==> config.mk <==
export PLATFORM = sky130hd
export DESIGN_NAME = leaf_stream_arbiter
export DESIGN_NICKNAME = d
export VERILOG_FILES = /design/src/rtl/leaf_stream_arbiter.sv
export SDC_FILE = /design/constraint.sdc
export NUM_CORES = 1
export LEC_CHECK = 0
export CORE_UTILIZATION = 31
export CTS_CLUSTER_SIZE = 10
export DETAILED_ROUTE_END_ITERATION = 8
export PLACE_DENSITY = 0.83
export SYNTH_ARGS = -nofsm -noshare
export SYNTH_HDL_FRONTEND = slang
export SYNTH_SLANG_ARGS = --single-unit
==> constraint.sdc <==
create_clock -name clk -period 2 [get_ports clk]
set_input_delay 0.2 -clock clk [delete_from_list [all_inputs] [get_ports clk]]
set_output_delay 0.2 -clock clk [all_outputs]
set_load 0.02 [all_outputs]
==> src/rtl/leaf_stream_arbiter.sv <==
// Round-robin arbiter that shares one leaf-interface input stream among NUM_REQ producers.
// Define ARB_STATS_EN to add the xfer_count port, which counts transferred words.
//
// state | meaning
// IDLE  | no grant; selects the next requester at or after rr_ptr
// GRANT | grant_id owns the interface for up to BURST_LEN words
module leaf_stream_arbiter #(
    parameter int NUM_REQ      = 4,
    parameter int PAYLOAD_BITS = 32,
    parameter int REQ_ID_BITS  = 2,
    parameter int BURST_LEN    = 16
) (
    input  logic                            clk,
    input  logic                            reset,
    input  logic [NUM_REQ*PAYLOAD_BITS-1:0] req_din,
    input  logic [NUM_REQ-1:0]              req_vld,
    output logic [NUM_REQ-1:0]              req_ack,
    output logic [PAYLOAD_BITS-1:0]         dout_arb2interface,
    output logic                            vld_arb2interface,
    input  logic                            ack_interface2arb,
    output logic [REQ_ID_BITS-1:0]          grant_id,
    output logic                            busy
`ifdef ARB_STATS_EN
    ,
    output logic [31:0]                     xfer_count
`endif
);

    localparam int CNT_BITS = $clog2(BURST_LEN + 1);
    localparam logic [CNT_BITS-1:0] LAST_CNT = CNT_BITS'(BURST_LEN - 1);

    typedef enum logic {
        IDLE,
        GRANT
    } state_t;

    state_t                  state;
    state_t                  state_nxt;
    logic [REQ_ID_BITS-1:0]  rr_ptr;
    logic [REQ_ID_BITS-1:0]  rr_ptr_nxt;
    logic [REQ_ID_BITS-1:0]  grant_nxt;
    logic [REQ_ID_BITS-1:0]  sel_id;
    logic [REQ_ID_BITS-1:0]  ptr_after_grant;
    logic [CNT_BITS-1:0]     burst_cnt;
    logic [CNT_BITS-1:0]     burst_cnt_nxt;
    logic                    any_vld;
    logic                    g_vld;
    logic [PAYLOAD_BITS-1:0] g_word;

    // Rotating priority search: first valid requester at or after rr_ptr.
    always_comb begin : rr_select
        int cand;
        sel_id  = rr_ptr;
        any_vld = 1'b0;
        cand    = 0;
        for (int k = 0; k < NUM_REQ; k++) begin
            cand = int'(rr_ptr) + k;
            if (cand >= NUM_REQ) begin
                cand = cand - NUM_REQ;
            end
            for (int i = 0; i < NUM_REQ; i++) begin
                if (!any_vld && (cand == i) && req_vld[i]) begin
                    any_vld = 1'b1;
                    sel_id  = REQ_ID_BITS'(i);
                end
            end
        end
    end

    always_comb begin
        g_vld  = 1'b0;
        g_word = '0;
        for (int i = 0; i < NUM_REQ; i++) begin
            if (grant_id == REQ_ID_BITS'(i)) begin
                g_vld  = req_vld[i];
                g_word = req_din[i*PAYLOAD_BITS +: PAYLOAD_BITS];
            end
        end
    end

    assign ptr_after_grant = (int'(grant_id) >= NUM_REQ - 1) ? '0 : grant_id + 1'b1;

    always_comb begin
        state_nxt          = state;
        grant_nxt          = grant_id;
        rr_ptr_nxt         = rr_ptr;
        burst_cnt_nxt      = burst_cnt;
        req_ack            = '0;
        dout_arb2interface = '0;
        vld_arb2interface  = 1'b0;
        case (state)
            IDLE: begin
                if (any_vld) begin
                    state_nxt     = GRANT;
                    grant_nxt     = sel_id;
                    burst_cnt_nxt = '0;
                end
            end
            GRANT: begin
                vld_arb2interface  = g_vld;
                dout_arb2interface = g_word;
                for (int i = 0; i < NUM_REQ; i++) begin
                    req_ack[i] = (grant_id == REQ_ID_BITS'(i)) && ack_interface2arb;
                end
                if (!g_vld) begin
                    state_nxt  = IDLE;
                    rr_ptr_nxt = ptr_after_grant;
                end else if (ack_interface2arb) begin
                    burst_cnt_nxt = burst_cnt + 1'b1;
                    if (burst_cnt == LAST_CNT) begin
                        state_nxt  = IDLE;
                        rr_ptr_nxt = ptr_after_grant;
                    end
                end
            end
            default: begin
                state_nxt = IDLE;
            end
        endcase
    end

    always_ff @(posedge clk or posedge reset) begin
        if (reset) begin
            state     <= IDLE;
            grant_id  <= '0;
            rr_ptr    <= '0;
            burst_cnt <= '0;
            busy      <= 1'b0;
        end else begin
            state     <= state_nxt;
            grant_id  <= grant_nxt;
            rr_ptr    <= rr_ptr_nxt;
            burst_cnt <= burst_cnt_nxt;
            busy      <= (state_nxt == GRANT);
        end
    end

`ifdef ARB_STATS_EN
    always_ff @(posedge clk or posedge reset) begin
        if (reset) begin
            xfer_count <= '0;
        end else if (vld_arb2interface && ack_interface2arb) begin
            xfer_count <= xfer_count + 32'd1;
        end
    end
`endif

endmodule

After elaboration in Yosys (flattened, before gate mapping)
Index checks and enable logic that the tools add are counted.
{ "totals": {"register_bits": 10, "latch_bits": 0, "mem_bits_rw": 0, "rom_bits": 0, "input_bits": 135, "out_inout_bits": 40, "word_cells": 158, "memories": 0} }
{ "op_classes": {"add_sub_neg": 9, "mul": 0, "div": 0, "order_cmp": 5, "eq_ne": 21, "n_shift": 0, "muxes": 60, "bitwise": 1, "n_reduce_logical": 58} }
{ "op_table": {"columns": ["cell", "count"], "rows": [
  ["32-bit 2-to-1 mux", 9],
  ["32-bit by 3-bit equality test with 1-bit output, second input constant", 8],
  ["32-bit by 2-bit equality test with 1-bit output, second input constant", 4],
  ["32-bit logical NOT", 4],
  ["2-bit 2-to-1 mux", 20],
  ["1-bit logical AND", 35],
  ["1-bit 2-to-1 mux", 25],
  ["1-bit logical NOT", 15],
  ["5-bit 2-to-1 mux", 3],
  ["3-bit by 3-bit subtractor with 4-bit output, second input constant", 3],
  ["5-bit one-hot mux with 2 select lines", 1],
  ["3-bit greater-or-equal comparator, second input constant", 3],
  ["2-bit by 2-bit adder with 3-bit output, second input constant", 2],
  ["2-bit != test, second input constant", 3],
  ["3-bit AND reduction", 2],
  ["5-bit by 1-bit adder with 5-bit output, second input constant", 1],
  ["5-bit by 4-bit equality test with 1-bit output, second input constant", 1],
  ["2-bit equality test, second input constant", 2],
  ["4-bit 2-to-1 mux", 1],
  ["2-bit by 1-bit != test with 1-bit output, second input constant", 2],
  ["2-bit by 3-bit subtractor with 4-bit output, second input constant", 1],
  ["2-bit by 1-bit adder with 3-bit output, second input constant", 1],
  ["2-bit by 3-bit greater-or-equal comparator with 1-bit output, second input constant", 1],
  ["2-bit by 1-bit adder with 2-bit output, second input constant", 1],
  ["other kinds (6)", 6]
]} }

Depth between registers and ports, before layout
Gate-level depths: netlist (run 1).
{ "logic_depth": {"depth_word": 67, "mapped_depth": 8, "depth_no_buf": 6} }

Worst setup path after synthesis (run 1)
No wires, ideal clock.
{ "synth_timing": {"path_type": "register to register", "start": "register grant_id[0]", "end": "register rr_ptr[0]", "setup_ns": 0.125, "arrival_time_ns": 1.774, "required_time_ns": 1.875, "setup_slack_ns": 0.101, "stages_incl_launch_ff": 8, "n_path_buf": 1, "cell_sequence": "dfrtp_1 -> inv_1 -> ha_1 -> buf_4 -> a211oi_2 -> a211o_1 -> o21ai_2 -> mux2_2"} }
{ "synth_between": {"elab_chain_len": 7} }
{ "synth_rtl": {"columns": ["item", "line_no", "text"], "rows": [
  ["start, declared", "21", "output logic [REQ_ID_BITS-1:0] grant_id,"],
  ["start signal, assigned", "131", "grant_id <= grant_nxt;"],
  ["2-bit logical NOT", "74", "if (grant_id == REQ_ID_BITS'(i)) begin"],
  ["1-bit 2-to-1 mux (4 in a row)", "74", null],
  ["2-bit by 1-bit != test with 1-bit output (no line) / 2-bit != test (equally long branches)", null, null],
  ["3-bit AND reduction (no line)", null, null],
  ["end signal, assigned", "132", "rr_ptr <= rr_ptr_nxt;"],
  ["end, declared", "39", "logic [REQ_ID_BITS-1:0] rr_ptr;"]
]} }
Parallel ways exist; a longest one is shown, timed or not. The select of a mux whose other input is x is not followed.
A chain may end at the register's enable or synchronous reset.

Worst setup path in the final report (run 1)
{ "layout_timing": {"start": "register grant_id[0]", "end": "output port dout_arb2interface[23]"} }
{ "layout_between": {"elab_chain_len": 6} }
{ "layout_rtl": {"columns": ["item", "line_no", "text"], "rows": [
  ["2-bit logical NOT", "74", null],
  ["32-bit 2-to-1 mux (3 in a row)", "74", null],
  ["32-bit 2-to-1 mux *", "74", null],
  ["32-bit 2-to-1 mux *", "91", "case (state)"],
  ["end, declared", "18", "output logic [PAYLOAD_BITS-1:0] dout_arb2interface,"]
]} }
Every way passes the cells marked *; elsewhere a longest branch is shown, timed or not.

==> results.py, run 1 <==
metrics = {
    "layout": {
        "area_growth_pct": 120,
        "fin_nets": 588,
        "multi_input_area_um2": 1550,
        "layout-drive-gt1-share_pct": 22.4,
        "num_antenna_cells": 0,
        "num-fill-cells": 428,
        "final_util_pct": 72.1,
        "ff_latch_area_um2": 251,
    },
    "synthesis": {
        "syn_area_um2": 1840,
        "synth_edf_count": 0,
        "synth_cells": 264,
        "ys_ff_latch": 10,
        "synth_area_per_cell_um2": 6.97,
        "ys_warn_count": 0,
        "ys_seq_area_share_pct": 13.6,
        "async_flop_share_pct": 100,
        "yosys_most_used_dff": "dfrtp_1",
        "ys_types": 37,
        "synth_nets": 405,
    },
    "sta": {
        "drv_slew": 0,
        "rsz0062_at_grt": "true",
        "hold_violations": 0,
        "max_freq_mhz": 491,
        "tns_ps": -298,
        "fin_crit_sh_pct": 102,
        "holdWs_ps": 234,
        "skew_ps": 1.46,
        "slew_headroom_pct": 73.7,
        "setup_viol": 16,
        "fin_crit_ps": 2040,
        "worstMarginPinSlew_ps": 394,
        "fin_ws_ps": -36.3,
    },
    "floorplan": {
        "start_util_pct": 32.8,
        "rows": 27,
        "die_area_um2": 6240,
        "fp.dieH_um": 79.0,
        "ioPinCount": 175,
        "core_um2": 5610,
        "die_w_um": 79.0,
    },
    "clocking": {
        "path_clk_slew_ps": 50,
        "insertion_delay_ps": 240,
        "cts_buffers": 3,
        "cts_buffer_depth": 2,
        "tritoncts": "built",
        "cts_root_buf": "clkbuf_8",
        "htreeDepth": 1,
        "cts_sinks": 10,
    },
    "detailed_routing": {
        "dr.pass1.iters": 4,
        "via_per_inst": 5.23,
        "wire_per_inst_um": 16.2,
        "vias": 2711,
        "drt_wl_total_um": 8400,
        "drt_iter0_markers": 78,
        "antenna_left": 0,
        "drc": 0,
    },
    "power_and_ir_drop": {
        "switching_share_pct": 46.2,
        "pwr_density_cell_nw_per_um2": 1390,
        "internal_power_uw": 3020,
        "p_seq_share_pct": 6.2,
        "power.share.clock_pct": 4.7,
        "comb_power_share_pct": 89.0,
        "p_total_uw": 5610,
        "p_sw_uw": 2590,
        "total_leakage_power_uw": 0.00184,
        "ir_drop_mv": 0.865,
    },
    "place": {
        "place_hpwl_um": 6050,
        "pre_cts_slack_ps": -238,
        "io_buffers": 174,
        "gp_congestion": 0.770,
    },
    "critical_path": {
        "crit_path_start": "grant_id[0]",
        "path_cells": "buf_4 -> ha_4 -> buf_4 -> nor2b_4 -> buf_6 -> clkbuf_16 -> a22o_1 -> buf_4",
        "cp_data_required_time_ps": 1800,
        "cpMostUsedCell": "buf_4",
        "r2r_cells": 8,
        "criticalPathCategory": "register to primary output",
        "startpoint_type": "register",
        "path_max_fanout": 6,
        "r2r-start": "grant_id[1]",
        "crit_slowest_cell": "dfrtp_2",
        "cp-end-kind": "primary output",
        "cp_slowest_stage_delay_ps": 430,
        "arrival_ps": 1840,
    },
    "global_route": {
        "grt_overflow": 0,
        "grt_pass1_vias": 2549,
        "grt_use_total_pct": 24.2,
        "antenna_found_initial": 0,
        "grt_pass1_wl_um": 12200,
        "grt_max_degree": 34,
    },
    "min_path": {
        "min_path_type": "input port to async pin",
    },
    "outcome": {
        "failed_checks": "setup timing",
        "outcome": "finished with violations",
    },
    "flow_run": {
        "cap_viol_max_count": 0,
    },
}
## registers in the layout, summed over array words and instances (netlist names)
signal	count
burst_cnt	5
grant_id	2
rr_ptr	2
state	1
## timing repair
item | CTS | global route
setup buffers | 3 | 3
cloned | 1 | 3
hold buffers | 0 | 0
gates resized for setup | 179 | 25
pin swaps | 4 | 7
endpoints found under the hold margin | 0 | 0
setup endpoints to repair | 39 | 41
## final timing paths
path / end / slack (ps)
setup reg to reg: rr_ptr[0] / 30
hold / removal: burst_cnt[4] / 230
setup / recovery: dout_arb2interface[23] / -40
max in group asynchronous: grant_id[0] / 1460
hold reg to reg: burst_cnt[2] / 490
min in group clk: burst_cnt[2] / 490
## cells by family after synthesis
logic type | synth area share [%]
AO/OA/AOI/OAI | 40.0
AND/OR/NAND/NOR | 29.0
buffers and inverters | 8.84
flip-flops | 13.6
multiplexers | 3.95
adder cells (fa/ha/maj) | 4.08
XOR/XNOR | 0.476
## metrics by stage
step | instances | cell area, um2
final | 518 | 4040
after global routing | 518 | 4040
after CTS | 512 | 3910
after detailed placement | 504 | 3820
after global placement | 504 | 3820
after floorplan | 264 | 1840
## cell type report
type / instances / area share, %
Clock buffer: 4 / 1.36
Inverter: 10 / 0.929
Multi-Input combinational cell: 216 / 38.2
Sequential cell: 10 / 6.22
Tap cell: 72 / 2.23
Timing Repair Buffer: 206 / 51.0
## metal layers
layer	vias up	wire, um	track usage, %
met3	13	513	3.33
li1	1340	-	-
met2	108	4390	46.4
met4	0	164	4.73
met1	1250	3330	28.2
met5	-	0	0
## power by group through the flow
stage	Clock (uW)	Combinational (uW)	Sequential, uW
detailed placement	0	4530	340
floorplan	0	2530	375
global placement	0	4430	333
CTS	270	4650	348
finish	265	4990	350
global route	278	5370	358
## placed cells by master (no fill, tap or decap), types with 3 or more instances in the layout
cell type	instances
and3b_1	30
buf_2	15
nand2_1	39
dfrtp_1	9
dlygate4sd2_1	3
a21oi_1	23
buf_6	13
buf_12	8
o21ai_0	8
ha_4	4
clkdlybuf4s50_1	137
inv_1	8
clkbuf_8	4
a21oi_2	10
and3_1	5
o21ai_1	26
mux2i_1	5
a22o_1	32
buf_4	26
## synth_stat cells (all sizes together), types with 2 or more instances
cell,number,area share [%]
clkbuf,20,4.3
nor3b,2,0.82
o21ai,36,10
ha,6,4.1
o221ai,2,0.95
nor2,2,0.41
nand2,39,8.0
nand3,2,0.82
mux2,2,1.2
a22o,32,15
a211oi,2,1.4
nor2b,4,1.4
mux2i,5,2.7
dfrtp,10,14
and3,5,1.7
a22oi,2,0.82
and3b,30,14
buf,8,2.5
inv,10,2.0
and2,2,0.68
a21oi,33,9.0
## worst max-delay path, delay by kind of cell (launching register included)
kind / cells / cell delay, ps
adder cells (fa/ha/maj): 1 / 160
buffers and inverters: 5 / 700
AND/OR/NAND/NOR: 1 / 170
AO/OA/AOI/OAI: 1 / 120
flip-flops: 1 / 430
Power figures use the tool's default switching activity.
==> run 2: changes to the inputs <==
--- a/config.mk
+++ b/config.mk
@@ -9,6 +9,7 @@
 export CTS_CLUSTER_SIZE = 10
 export DETAILED_ROUTE_END_ITERATION = 8
 export PLACE_DENSITY = 0.83
+export SKIP_CTS_REPAIR_TIMING = 1
 export SYNTH_ARGS = -nofsm -noshare
 export SYNTH_HDL_FRONTEND = slang
 export SYNTH_SLANG_ARGS = --single-unit
==> run 2 against run 1 <==
Against the previous run:
- the flow still finishes with violations (setup timing)
- critical path type unchanged
- critical path depth down 1
- design area increased by 5.4%
- sequential power up 1%
- sequential cell count is the same
- largest cell class unchanged
- via count is 1.8% higher
- largest power group unchanged
- utilization is 3.9 points higher
- worst setup slack got worse by 28 ps
==> results.py, run 2 (synthesis gave the netlist of run 1 again) <==
metrics = {
    "outcome": {
        "outcome": "finished with violations",
        "failed_checks": "setup timing",
    },
    "layout": {
        "final_common_cell": "clkdlybuf4s50_1",
        "multi_input_area_um2": 1580,
        "num-fill-cells": 410,
        "regMostFlops": "burst_cnt",
        "reg_top3": "burst_cnt: 5 flops, grant_id: 2 flops, rr_ptr: 2 flops",
        "area_growth_pct": 132,
        "largest_reg_flops": 5,
        "fin_area_um2": 4260,
        "ff_latch_area_um2": 251,
        "layout-drive-gt1-share_pct": 25.0,
        "final_util_pct": 76.0,
        "fin_nets": 594,
        "num_antenna_cells": 0,
        "layout_common_cells": "137 x clkdlybuf4s50_1, 39 x nand2_1, 32 x a22o_1",
    },
    "min_path": {
        "min_path_type": "input port to async pin",
    },
    "place": {
        "gp_congestion": 0.770,
        "io_buffers": 174,
        "placed_cell_area_um2": 3820,
        "place_hpwl_um": 6050,
    },
    "clocking": {
        "path_clk_slew_ps": 50,
        "insertion_delay_ps": 250,
        "cts_root_buf": "clkbuf_8",
        "cts_buffers": 3,
        "htreeDepth": 1,
        "cts_buffer_depth": 2,
        "tritoncts": "built",
        "cts_sinks": 10,
    },
    "floorplan": {
        "start_util_pct": 32.8,
        "rows": 27,
        "fp.dieH_um": 79.0,
        "ioPinCount": 175,
        "die_w_um": 79.0,
        "die_area_um2": 6240,
        "core_um2": 5610,
    },
    "global_route": {
        "grt_max_degree": 34,
        "grt_pass1_vias": 2476,
        "antenna_found_initial": 0,
        "grt_pass1_wl_um": 11700,
        "grt_overflow": 0,
        "grt_use_total_pct": 23.4,
    },
    "detailed_routing": {
        "drt_iter0_markers": 112,
        "via_per_inst": 5.27,
        "dr.pass1.iters": 4,
        "drc": 0,
        "wire_per_inst_um": 17.3,
        "vias": 2761,
        "antenna_left": 0,
        "drt_wl_total_um": 9070,
    },
    "sta": {
        "fin_ws_ps": -64.1,
        "setup_viol": 22,
        "fin_crit_sh_pct": 103,
        "drv_slew": 0,
        "slew_headroom_pct": 73.8,
        "rsz0062_at_grt": "true",
        "tns_ps": -550,
        "max_freq_mhz": 484,
        "hold_violations": 0,
        "fin_crit_ps": 2060,
        "skew_ps": 2.65,
        "worstMarginPinSlew_ps": 392,
    },
    "critical_path": {
        "startpoint_type": "register",
        "criticalPathCategory": "register to primary output",
        "path_max_fanout": 6,
        "cp-end-kind": "primary output",
        "reg2reg_slack_ps": 50,
        "reg2reg_to": "rr_ptr[0]",
        "cp_data_required_time_ps": 1800,
        "r2r-start": "grant_id[0]",
        "r2r_cells": 6,
        "arrival_ps": 1860,
    },
    "power_and_ir_drop": {
        "pwr_density_cell_nw_per_um2": 1440,
        "ir_drop_mv": 0.913,
        "total_leakage_power_uw": 0.00197,
    },
    "flow_run": {
        "cap_viol_max_count": 0,
    },
}
-- run 2: cell count changes in the layout (fill, tap and decap cells not counted), sizes merged --
cell / before / now
clkbuf: 6 / 11
dlymetal6s2s: 0 / 4
buf: 63 / 64
clkdlybuf4s15: 1 / 0
dlygate4sd2: 3 / 0
-- run 2: per-stage QoR --
stage,instances,power [uW],setup WS [ps],hold slack [ps]
finish,524,6130,-64.1,231
CTS,508,5150,-510,242
floorplan,264,2910,101,40.2
detailed placement,504,4860,-238,494
global placement,504,4760,-181,482
global route,524,6520,-125,307
-- run 2: how the worst max path moves through the flow --
stage                      from                endpoint  cells after the start
floorplan           grant_id[0]               rr_ptr[0]                      7
global placement    grant_id[0]  dout_arb2interface[31]                      8
detailed placement  grant_id[1]   dout_arb2interface[0]                      8
CTS                 grant_id[1]   dout_arb2interface[0]                      8
global route        grant_id[0]   dout_arb2interface[7]                      7
finish              grant_id[0]   dout_arb2interface[7]                      7
-- run 2: worst max-delay path: stages, from the launching register on --
cell	delay (ps)
dfrtp_2	440
buf_6	140
ha_4	160
buf_6	110
nor2b_4	260
clkbuf_16	220
a22o_1	130
clkbuf_2	160
-- run 2: final cells by class --
| cell class | count | area share, % |
|---|---|---|
| multi-input combinational | 216 | 37.1 |
| sequential | 10 | 5.90 |
| timing repair buffer | 212 | 52.7 |
| tap | 72 | 2.11 |
| clock buffer | 4 | 1.29 |
| inverter | 10 | 0.881 |
-- run 2: metal layers --
layer	up-vias	part of all wire [%]	GRT usage, %
met4	0	2.1	4.55
li1	1352	-	-
met3	19	7.1	3.68
met2	117	52	45.1
met5	-	0	0
met1	1273	39	26.8
-- run 2: where the power goes --
group,internal (uW),switching (uW),total (uW)
Clock,174,92.9,267
Sequential,275,79.7,355
Combinational,2910,2600,5510
